===== src/rtl/fir_stream_param.sv =====
// Parametrised direct-form streaming FIR with run-time coefficient loading (commit/abort),
// optional symmetric folding, round-half-up and saturation to the output width.
module fir_stream_param #(
  parameter int NTAPS  = 5,
  parameter int X_W    = 8,
  parameter int COEF_W = 8,
  parameter int Y_W    = 12,
  parameter int SHIFT  = 0,
  parameter int SYMM   = 0
) (
  input  logic                     clk,
  input  logic                     reset,
  input  logic signed [X_W-1:0]    in_data,
  input  logic                     in_valid,
  output logic                     in_ready,
  input  logic                     coef_load,
  input  logic                     coef_valid,
  input  logic signed [COEF_W-1:0] coef_data,
  output logic                     coef_done,
  output logic                     coef_err,
  output logic signed [Y_W-1:0]    out_data,
  output logic                     out_valid,
  output logic                     out_sat
);

  localparam int M     = (NTAPS + 1) / 2;
  localparam int K     = (SYMM != 0) ? M : NTAPS;
  localparam int CNT_W = $clog2(K + 1);
  localparam int ACC_W = X_W + COEF_W + $clog2(NTAPS);
  localparam int EW    = ((ACC_W + 1 > Y_W) ? ACC_W + 1 : Y_W) + 1;

  localparam logic signed [EW-1:0] ONE  = 1;
  localparam logic signed [EW-1:0] YMAX = (ONE <<< (Y_W - 1)) - ONE;
  localparam logic signed [EW-1:0] YMIN = -(ONE <<< (Y_W - 1));
  localparam logic signed [EW-1:0] RND  = (SHIFT > 0) ? (ONE <<< ((SHIFT > 0) ? SHIFT - 1 : 0)) : '0;

  typedef enum logic {RUN, LOAD} state_t;

  state_t                    state;
  logic [CNT_W-1:0]          cnt;
  logic signed [COEF_W-1:0]  s_q    [K];
  logic signed [COEF_W-1:0]  s_next [K];
  logic signed [COEF_W-1:0]  c_q    [NTAPS];
  logic signed [COEF_W-1:0]  c_next [NTAPS];
  logic signed [X_W-1:0]     x_q    [NTAPS];

  logic accept;
  logic accept_d;
  logic exit_load;
  logic word_en;
  logic commit;

  // Input handshake: a sample transfers on a rising edge where in_valid && in_ready.
  // in_ready is combinational from state and coef_load only, never from in_valid.
  assign in_ready  = (state == RUN) && !coef_load;
  assign accept    = in_valid && in_ready;
  assign exit_load = (state == LOAD) && !coef_load;
  assign word_en   = (state == LOAD) && coef_load && coef_valid && (cnt != CNT_W'(K));
  assign commit    = word_en && (cnt == CNT_W'(K - 1));

  // Shadow as it will be after this edge, so the final word commits on its own edge.
  always_comb begin
    for (int j = 0; j < K; j++) begin
      s_next[j] = s_q[j];
      if (word_en && (cnt == CNT_W'(j))) s_next[j] = coef_data;
    end
  end

  for (genvar i = 0; i < NTAPS; i++) begin : g_map
    localparam int SRC = (SYMM != 0 && i >= M) ? NTAPS - 1 - i : i;
    assign c_next[i] = s_next[SRC];
  end

  // Coefficient-load controller: state, word counter, shadow/active sets, done/err pulses.
  always_ff @(posedge clk) begin
    if (reset) begin
      state     <= RUN;
      cnt       <= '0;
      coef_done <= 1'b0;
      coef_err  <= 1'b0;
      for (int j = 0; j < K; j++) s_q[j] <= '0;
      for (int i = 0; i < NTAPS; i++) c_q[i] <= (i == NTAPS / 2) ? COEF_W'(1) : '0;
    end else begin
      coef_done <= 1'b0;
      coef_err  <= 1'b0;
      case (state)
        RUN: begin
          if (coef_load) state <= LOAD;
        end
        LOAD: begin
          if (!coef_load) begin
            state    <= RUN;
            cnt      <= '0;
            coef_err <= (cnt != '0) && (cnt != CNT_W'(K));
          end else if (word_en) begin
            cnt <= cnt + CNT_W'(1);
            for (int j = 0; j < K; j++) s_q[j] <= s_next[j];
            if (commit) begin
              coef_done <= 1'b1;
              for (int i = 0; i < NTAPS; i++) c_q[i] <= c_next[i];
            end
          end
        end
        default: state <= RUN;
      endcase
    end
  end

  // Delay line; a fresh session always starts the filter from silence.
  always_ff @(posedge clk) begin
    if (reset || exit_load) begin
      for (int i = 0; i < NTAPS; i++) x_q[i] <= '0;
    end else if (accept) begin
      x_q[0] <= in_data;
      for (int i = 1; i < NTAPS; i++) x_q[i] <= x_q[i-1];
    end
  end

  logic signed [ACC_W-1:0]        acc;
  logic signed [X_W+COEF_W-1:0]   prod;
  logic signed [X_W:0]            pre;
  logic signed [X_W+COEF_W:0]     fprod;
  logic signed [EW-1:0]           ext;
  logic signed [EW-1:0]           shr;
  logic signed [Y_W-1:0]          y;
  logic                           sat;

  always_comb begin
    acc   = '0;
    prod  = '0;
    pre   = '0;
    fprod = '0;
    if (SYMM != 0) begin
      // Folded form: mirrored taps share one multiplier after a pre-add.
      for (int j = 0; j < NTAPS / 2; j++) begin
        pre   = {x_q[j][X_W-1], x_q[j]} + {x_q[NTAPS-1-j][X_W-1], x_q[NTAPS-1-j]};
        fprod = pre * c_q[j];
        acc   = acc + ACC_W'(fprod);
      end
      if (NTAPS % 2 == 1) begin
        prod = x_q[NTAPS/2] * c_q[NTAPS/2];
        acc  = acc + ACC_W'(prod);
      end
    end else begin
      for (int i = 0; i < NTAPS; i++) begin
        prod = x_q[i] * c_q[i];
        acc  = acc + ACC_W'(prod);
      end
    end
    ext = EW'(acc);
    shr = (ext + RND) >>> SHIFT;
    sat = 1'b0;
    y   = shr[Y_W-1:0];
    if (shr > YMAX) begin
      y   = YMAX[Y_W-1:0];
      sat = 1'b1;
    end else if (shr < YMIN) begin
      y   = YMIN[Y_W-1:0];
      sat = 1'b1;
    end
  end

  always_ff @(posedge clk) begin
    if (reset) begin
      accept_d  <= 1'b0;
      out_valid <= 1'b0;
      out_data  <= '0;
      out_sat   <= 1'b0;
    end else begin
      accept_d  <= accept;
      out_valid <= accept_d;
      if (accept_d) begin
        out_data <= y;
        out_sat  <= sat;
      end
    end
  end

endmodule


===== config.mk =====
export PLATFORM = sky130hd
export DESIGN_NAME = fir_stream_param
export DESIGN_NICKNAME = d
export VERILOG_FILES = /design/src/rtl/fir_stream_param.sv
export SDC_FILE = /design/constraint.sdc
export NUM_CORES = 1
export LEC_CHECK = 0
export BUFFER_PORTS_ARGS = -buffer_cell sky130_fd_sc_hd__buf_2
export CAP_MARGIN = 25
export CORE_UTILIZATION = 67
export CTS_BUF_LIST = sky130_fd_sc_hd__clkbuf_4 sky130_fd_sc_hd__clkbuf_8
export CTS_CLUSTER_DIAMETER = 120
export CTS_CLUSTER_SIZE = 28
export DETAILED_ROUTE_END_ITERATION = 6
export PLACE_DENSITY = 0.81
export RECOVER_POWER = 25
export SLEW_MARGIN = 10
export SYNTH_ARGS = -nofsm -noshare
export SYNTH_HDL_FRONTEND = slang
export SYNTH_SLANG_ARGS = --single-unit

===== constraint.sdc =====
create_clock -name clk -period 9.5 [get_ports clk]
set_input_delay 0.95 -clock clk [delete_from_list [all_inputs] [get_ports clk]]
set_output_delay 0.95 -clock clk [all_outputs]
set_load 0.01 [all_outputs]

==> results of run 1 <==
-- flip-flops by register name, indices dropped and copies added (netlist names), 3 cells and up --
signal,count
x_q,40
out_data,12
s_q,32
c_q,40
cnt,3
-- per-layer routing --
metal	global-route usage, %	part of all wire (%)	up-vias
met3	6.32	7.4	128
met1	41.6	37	6380
met5	0	0	-
met2	57.0	50	482
li1	-	-	5538
met4	16.1	5.0	0
-- cells by family (layout without fill, tap and decap cells) --
| group | after synthesis | after routing |
|---|---|---|
| buffers and inverters | 547 | 590 |
| adders and majority gates | 543 | 543 |
| and+or+nand+nor | 510 | 510 |
| DFF | 133 | 133 |
| AOI/OAI and AO/OA | 59 | 59 |
| muxes | 32 | 32 |
| xor gates and xnor gates | 24 | 24 |
| other | 0 | 1 |
-- per-stage QoR --
step	setup slack, ns	area (um2)	cells	util [%]	hold slack (ns)
after floorplan	1.80	19300	1848	-	0.481
after global placement	1.38	19900	2236	71.0	0.480
after detailed placement	1.23	19900	2236	71.0	0.478
after CTS	1.22	20300	2268	72.4	0.500
after global routing	0.753	20300	2269	72.4	0.563
final	1.14	20300	2270	72.4	0.494
-- critical path: stages, from the launching register on --
cell	delay [ns]
edfxtp_1	0.55
and2_1	0.38
inv_1	0.19
fa_1	0.51
inv_1	0.05
fa_1	0.51
inv_1	0.06
fa_1	0.47
inv_1	0.05
fa_1	0.48
fa_1	0.63
fa_1	0.45
fa_1	0.46
fa_1	0.49
inv_1	0.05
fa_1	0.47
inv_1	0.04
ha_1	0.23
nor4_1	0.25
o21ai_1	0.17
a31o_1	0.25
a21oi_2	0.14
xnor2_1	0.12
or4b_4	0.57
o32ai_4	0.48
o32ai_1	0.17
-- how the worst max path moves through the flow --
stage | startpoint | endpoint | slack (ns) | cells after the start
3_3_place_gp | x_q[0][39] | out_data[4] | 1.38 | 25
2_1_floorplan | x_q[0][39] | out_data[0] | 1.80 | 26
4_1_cts | x_q[0][39] | out_data[1] | 1.22 | 25
6_report | c_q[0][16] | out_data[1] | 1.14 | 25
3_5_place_dp | c_q[0][16] | out_data[1] | 1.23 | 25
5_1_grt | x_q[0][39] | out_data[8] | 0.75 | 25
-- area by class of cell --
type	count	area, um2	area share [%]
diodes	1	2.50	0.0123
repair buffers	43	221	1.09
flip-flops and latches	133	3780	18.6
clock inverters	15	164	0.806
clock buffers	17	234	1.15
well taps	378	473	2.33
inverters	515	1930	9.51
multi-input cells	1168	13500	66.5
-- cells in the final DEF, fill, tap and decap left out, types with 5 or more instances in the layout --
master and count:
clkbuf_1 15, clkbuf_8 17, a21oi_1 8, nor2b_1 5
nand2_1 138, and2_1 173, nand2b_1 14, nor2_1 87
mux2i_1 32, xnor2_1 18, xor2_1 6, nor3_1 36
buf_2 23, edfxtp_1 112, dfxtp_1 21, a21o_1 5
and2_0 27, inv_1 513, and3_1 8, o32ai_1 10
ha_1 127, o21ai_0 10, fa_1 416
==> metrics.txt, run 1 <==
status finished with violations; failing checks max-capacitance violations, max-slew violations; post-cts resize count 0; most common cell in the synthesized netlist inv_1; clk_skew 0.0258 ns; Period minus WS final approximately 8.4 ns; I/O Buffers 37; largest family of logic cells by synthesized area adder cells; Site Rows 61; async set-reset flop share out of synthesis 0%; IO Pins 38; DR vias/cell 5.52; Worst EP arrival roughly 8.7 ns; post-DP HPWL 37.0 mm; # H-tree levels 4; vias after detailed routing 12528; Hold Crit Start out_data[11]; largest net degree at the start of global routing 66; setup bufs post-CTS 0; top_reg_cell synth edfxtp_1; DR pass1 iterations 6; clock latency on the worst-skew pair 0.48 ns; count of mapped cells out of synthesis about 1800; Hold Path Depth 2; flops & latches, synth 133; CP endpoint kind flop; clock root buffer clkbuf_8; CP max FO 12; reg2reg path depth 25; Worst R2R Start c_q[0][16]; syn_area_per_cell 10.5 um2; total wire length approximately 44 mm; vias in the first global route 14093; aggregate global-route resource usage about a third; die area between 20000 and 30000 um2; Fmax achieved between 100 and 150 MHz; post-synthesis adder-cell area fraction 51.3%; top post-synthesis cells by count inv_1, fa_1, and2_1; Final nets 2442; max capacitance violation total 1; CTS Buffer Depth 2; core area roughly 28000 um2; Cell Area, Synth 19300 um2; first-pass GRT wire length 72.6 mm; Min-Delay Endpoint out_data[11]; Post-synth EDFFs 112; cell taking the most area after synthesis fa_1; DRC viols 0; post-synth top area share about 43%; Synthesized Nets 2412; worst path required time 9.81 ns; setup_tns 0 ns; Max Slew Vio Count 42; Worst-Margin Slew 2.04 ns; Rel. slew slack -36.1%; Distinct cells, synth between 50 and 60; Die X about 170 um; CTS Hold Buffers Added 0; Hold WC Path Type reg2reg; Area growth, synth to finish 5.06%; reg2reg end out_data[1]; mux contribution to synthesized area roughly 1.7%; Critical Path Source Type flop; Die H 172 um; drt wl/cell a little under 20 um; Fill cells 2063; TritonCTS clock tree done; sequential-to-total area share from yosys stat about 20%; Ys Warns 0; Routed Antenna Nets 0; initial antenna violation count 0; Iteration-0 DRC Markers 896; worst setup path class reg2reg; clock sink count 133; post-synthesis xor/xnor area fraction 1.09%; GRT overflow 0; worst reg2reg setup slack 1.14 ns; simple-gate share of the synthesized area 13.4%; compound-gate portion of the synthesized area 2.35%; setup violators final 0; fin crit share 88.0%; routability cong. 0.919; RSZ-0062 raised after global routing no; Final Hold Vio Count 0; Num CTS Buffers 17; top post-synthesis cells by area fa_1, edfxtp_1, inv_1; Starting Density 68.9%; Reg clk slew, reported paths 0.11 ns; share of cells above drive strength 1 3.75%
Power of run 1 is left out: the tool's default activity adds up to more than one toggle a clock period on the data nets, which glitch-free logic cannot reach.
==> inputs of run 2 (changes only) <==
==> constraint.sdc (replaced) <==
create_clock -name clk -period 9.5 [get_ports clk]
set_input_delay 0.475 -clock clk [delete_from_list [all_inputs] [get_ports clk]]
set_output_delay 0.475 -clock clk [all_outputs]
set_load 0.01 [all_outputs]
==> metrics.txt, run 2 (synthesis results as in run 1) <==
Die H 172 um (unchanged); Site Rows 61 (unchanged); fin crit share 87.9% (-0.12 points); CTS Hold Buffers Added 0 (unchanged); clock sink count 133 (unchanged); core area 28100 um2 (unchanged); status finished with violations; DR pass1 iterations 7 (+1); Worst path max stage delay 0.63 ns (about the same); most frequent cells in the layout inv_1, fa_1, and2_1; IO Pins 38 (unchanged); first-pass GRT wire length 72.6 mm (unchanged); Num CTS Buffers 17 (unchanged); Worst-Margin Slew 2.78 ns (+0.741 ns); DRC viols 0 (unchanged); Routed Antenna Nets 0 (unchanged); Starting Density 68.9% (unchanged); Period minus WS final 8.35 ns (-0.0110 ns); Hold WC Path Type in2reg; setup bufs post-CTS 0 (unchanged); Fill cells 2066 (+0.15%); Iteration-0 DRC Markers 876 (-2.2%); post-DP HPWL 37.0 mm (unchanged); RSZ-0062 raised after global routing no; Final nets 2442 (unchanged); GRT overflow 0 (unchanged); largest net degree at the start of global routing 66 (unchanged); I/O Buffers 37 (unchanged); post-cts resize count 0 (unchanged); CP most frequent cell fa_1; setup_tns 0 ns (unchanged); Die X 172 um (unchanged); vias after detailed routing 12538 (+0.080%); Area growth, synth to finish 4.98% (about the same); share of cells above drive strength 1 3.60% (-0.16 points); TritonCTS clock tree done; max capacitance violation total 2 (+1); Multi-input gate area 13500 um2 (about the same); Max Slew Vio Count 83 (+98%); Critical Path Source Type flop; drt wl/cell 19.6 um (+0.14%); worst path required time 9.81 ns (about the same); clk_skew 0.0244 ns (-0.00143 ns); aggregate global-route resource usage 33.6% (unchanged); Rel. slew slack -85.5% (-49 points); total wire length 44.4 mm (+0.14%); clock latency on the worst-skew pair 0.48 ns (about the same); Crit-path slowest cell fa_1; setup violators final 0 (unchanged); die area 29600 um2 (unchanged); DR vias/cell 5.52 (about the same); commonest non-fill, non-tap cell in the layout inv_1; CP endpoint kind flop; # H-tree levels 4 (unchanged); failing checks max-capacitance violations, max-slew violations; Regs by FF count c_q: 40 flops, x_q: 40 flops, s_q: 32 flops; Fmax achieved 120 MHz (+0.13%); CTS Buffer Depth 2 (unchanged); clock root buffer clkbuf_8; Reg clk slew, reported paths 0.10 ns (about the same); routability cong. 0.919 (unchanged); Final Hold Vio Count 0 (unchanged); Reg area 3780 um2 (unchanged); worst setup path class reg2reg; CP max FO 12 (unchanged); Worst EP arrival 8.66 ns (about the same); vias in the first global route 14093 (unchanged); initial antenna violation count 0 (unchanged)
==> run 2: per-layer routing <==
layer	wire length, um	vias to the layer above	GRT usage, %
li1	-	5537	-
met1	16400	6403	41.6
met3	3280	129	6.32
met2	22500	469	57.0
met4	2180	0	16.1
met5	0	-	0
==> run 2: worst paths after layout <==
path | start | to | slack (ns) | cells after the start
min | coef_load | coef_err | 0.25 | 2
min reg2reg | out_data[11] | out_data[11] | 0.50 | 2
max | c_q[0][16] | out_data[1] | 1.15 | 25
max reg2reg | c_q[0][16] | out_data[1] | 1.15 | 25
==> run 2: cell type report <==
type	instances	area share [%]
diodes	1	0.0123
clock buffers	17	1.15
clock inverters	15	0.807
inverters	515	9.52
multi-input cells	1168	66.5
flip-flops and latches	133	18.6
well taps	378	2.33
repair buffers	43	1.05
==> run 2: critical path: cells and delay by family (launching register included) <==
kind	cells	cell delay [ns]
adder cells (fa/ha/maj)	10	4.70
AND/OR/NAND/NOR	3	1.20
AO/OA/AOI/OAI	5	1.20
flip-flops	1	0.55
buffers and inverters	6	0.44
XOR/XNOR	1	0.12
==> run 2: metrics by stage <==
| step | hold slack, ns | setup WS [ns] | utilization (%) | std cells | instance area (um2) |
|---|---|---|---|---|---|
| 2_1_floorplan | 0.481 | 1.80 | - | 1848 | 19300 |
| 3_3_place_gp | 0.480 | 1.38 | 71.0 | 2236 | 19900 |
| 3_5_place_dp | 0.478 | 1.23 | 71.0 | 2236 | 19900 |
| 4_1_cts | 0.249 | 1.22 | 72.4 | 2268 | 20300 |
| 5_1_grt | 0.261 | 0.754 | 72.3 | 2269 | 20300 |
| 6_report | 0.255 | 1.15 | 72.3 | 2270 | 20300 |
Power of run 2 is left out for the same reason.
==> inputs of run 3 (changes only) <==
ABC_AREA = 1   (was default)
==> metrics.txt, run 3 <==
CTS Buffer Depth 2 (unchanged); worst setup path class reg2reg; first-pass GRT wire length 77.2 mm (+6.3%); clock latency on the worst-skew pair 0.50 ns (+0.02 ns); Final nets 2832 (+16%); CP endpoint kind flop; I/O Buffers 37 (unchanged); status finished with violations; Area growth, synth to finish 3.55%; Worst path max stage delay 0.61 ns (-0.02 ns); Crit-path slowest cell fa_1; top post-synthesis cells by area fa_1, edfxtp_1, inv_1; Cell Area, Synth 20300 um2 (+5.0%); max capacitance violation total 2 (unchanged); Regs by FF count c_q: 40 flops, x_q: 40 flops, s_q: 32 flops; sequential-to-total area share from yosys stat 18.6% (-0.93 points); post-synth top area share 41.0% (-2.1 points); Rel. slew slack -98.3% (-13 points); Max Slew Vio Count 82 (-1.2%); Synthesized Nets 2869 (+19%); Reg clk slew, reported paths 0.09 ns (about the same); most common cell in the synthesized netlist inv_1; Period minus WS final 7.98 ns (-0.368 ns); clock sink count 133 (unchanged); fin crit share 84.0% (-3.9 points); CTS Hold Buffers Added 0 (unchanged); vias in the first global route 15225 (+8.0%); Critical Path Source Type flop; DR vias/cell 5.27 (-4.5%); RSZ-0062 raised after global routing no; Routed Antenna Nets 0 (unchanged); clk_skew 0.0339 ns (+0.00951 ns); post-DP HPWL 40.1 mm (+8.2%); Distinct cells, synth 38 (-25%); Final Hold Vio Count 0 (unchanged); CP most frequent cell fa_1; Worst EP arrival 8.37 ns (-0.29 ns); Worst R2R Start c_q[0][32]; IO Pins 38 (unchanged); Post-synth EDFFs 112 (unchanged); setup bufs post-CTS 0 (unchanged); routability cong. 0.925 (+0.58%); die area 31000 um2 (+5.0%); # H-tree levels 4 (unchanged); Hold Path Depth 3 (+1); reg2reg end out_data[10]; drt wl/cell 17.7 um (-9.7%); Num CTS Buffers 17 (unchanged); flops & latches, synth 133 (unchanged); post-cts resize count 0 (unchanged); CP Capture Point out_data[10]; worst path required time 9.89 ns (+0.08 ns); failing checks max-capacitance violations, max-slew violations; DRC viols 0 (unchanged); core area 29700 um2 (+5.8%); vias after detailed routing 14082 (+12%); worst reg2reg setup slack 1.52 ns (+0.37 ns); diode count 0 (-1); Site Rows 63 (+3.3%); setup violators final 0 (unchanged); crit path from c_q[0][32]; aggregate global-route resource usage 33.1% (-0.47 points); Ys Warns 0 (unchanged); Hold WC Path Type in2reg; syn_area_per_cell 8.81 um2 (-16%); share of cells above drive strength 1 4.56% (+0.96 points); Die H 176 um (+2.4%); cell taking the most area after synthesis fa_1; Iteration-0 DRC Markers 1147 (+31%); Worst-Margin Slew 2.97 ns (+0.191 ns); top_reg_cell synth edfxtp_1; Fmax achieved 125 MHz (+4.6%); commonest non-fill, non-tap cell in the layout inv_1; initial antenna violation count 1 (+1); largest net degree at the start of global routing 42 (-36%); GRT overflow 0 (unchanged); Starting Density 68.4% (-0.51 points); most frequent cells in the layout inv_1, fa_1, nand2_1; reg2reg path depth 29 (+16%); count of mapped cells out of synthesis 2305 (+25%); CP max FO 11 (-1); async set-reset flop share out of synthesis 0% (unchanged); clock root buffer clkbuf_8; Die X 176 um (+2.4%); total wire length 47.2 mm (+6.3%); top post-synthesis cells by count inv_1, fa_1, nand2_1; TritonCTS clock tree done; DR pass1 iterations 5 (-2); setup_tns 0 ns (unchanged)
run 3: cell count changes after synthesis, sizes merged, moves of 8 or more:
| cell | change |
|---|---|
| inv | +264 |
| nand2 | +264 |
| and2 | -198 |
| nor2 | +110 |
| clkbuf | +62 |
| a21oi | +32 |
| mux2i | -29 |
| nand3 | +26 |
| nor3 | -26 |
| nand2b | -14 |
| o32ai | -10 |
| and3 | -8 |
run 3: layout make-up:
type	instances	area [um2]
Clock buffer	17	234
Clock inverter	15	189
Fill cell	2221	8680
Inverter	779	2920
Multi-Input combinational cell	1295	13200
Sequential cell	133	3780
Tap cell	390	488
Timing Repair Buffer	42	193
run 3: per-stage QoR:
step / setup slack [ns] / cell area, um2 / hold WS (ns) / utilization, % / instances
final: 1.52 / 21000 / 0.237 / 70.8 / 2671
after global placement: 1.78 / 20600 / 0.465 / 69.5 / 2639
after detailed placement: 1.56 / 20600 / 0.468 / 69.5 / 2639
after global routing: 1.14 / 21000 / 0.284 / 70.8 / 2671
after CTS: 1.54 / 21100 / 0.218 / 70.9 / 2671
after floorplan: 2.42 / 20300 / 0.477 / - / 2305
run 3: kinds of logic after synthesis:
group           synth area share, %
simple gates                   13.3
fa+ha+maj                      48.8
flops                          18.6
compound gates                 1.79
buf+inv                        16.3
xor+xnor                       1.08
mux                           0.148
run 3: worst min-delay path by stage:
stage                      start      endpoint  slack [ns]
finish                 coef_load         state        0.24
global route           coef_load         state        0.28
CTS                    coef_load         state        0.22
detailed placement  out_data[11]  out_data[11]        0.47
global placement    out_data[11]  out_data[11]        0.47
floorplan               accept_d     out_valid        0.48
run 3: worst max-delay path, delay by kind of cell, from the launching register on:
family,cells,cell delay (ns)
buf+inv,7,0.61
fa+ha+maj,10,5.10
flops,1,0.57
simple gates,12,1.57
run 3: per-layer routing:
metal | share of wire, % | vias up | track usage (%)
met5 | 0.023 | - | 0
li1 | - | 6371 | -
met2 | 50 | 557 | 56.7
met3 | 6.7 | 138 | 5.15
met1 | 38 | 7014 | 42.0
met4 | 4.7 | 2 | 14.0
Power of run 3 is left out for the same reason.
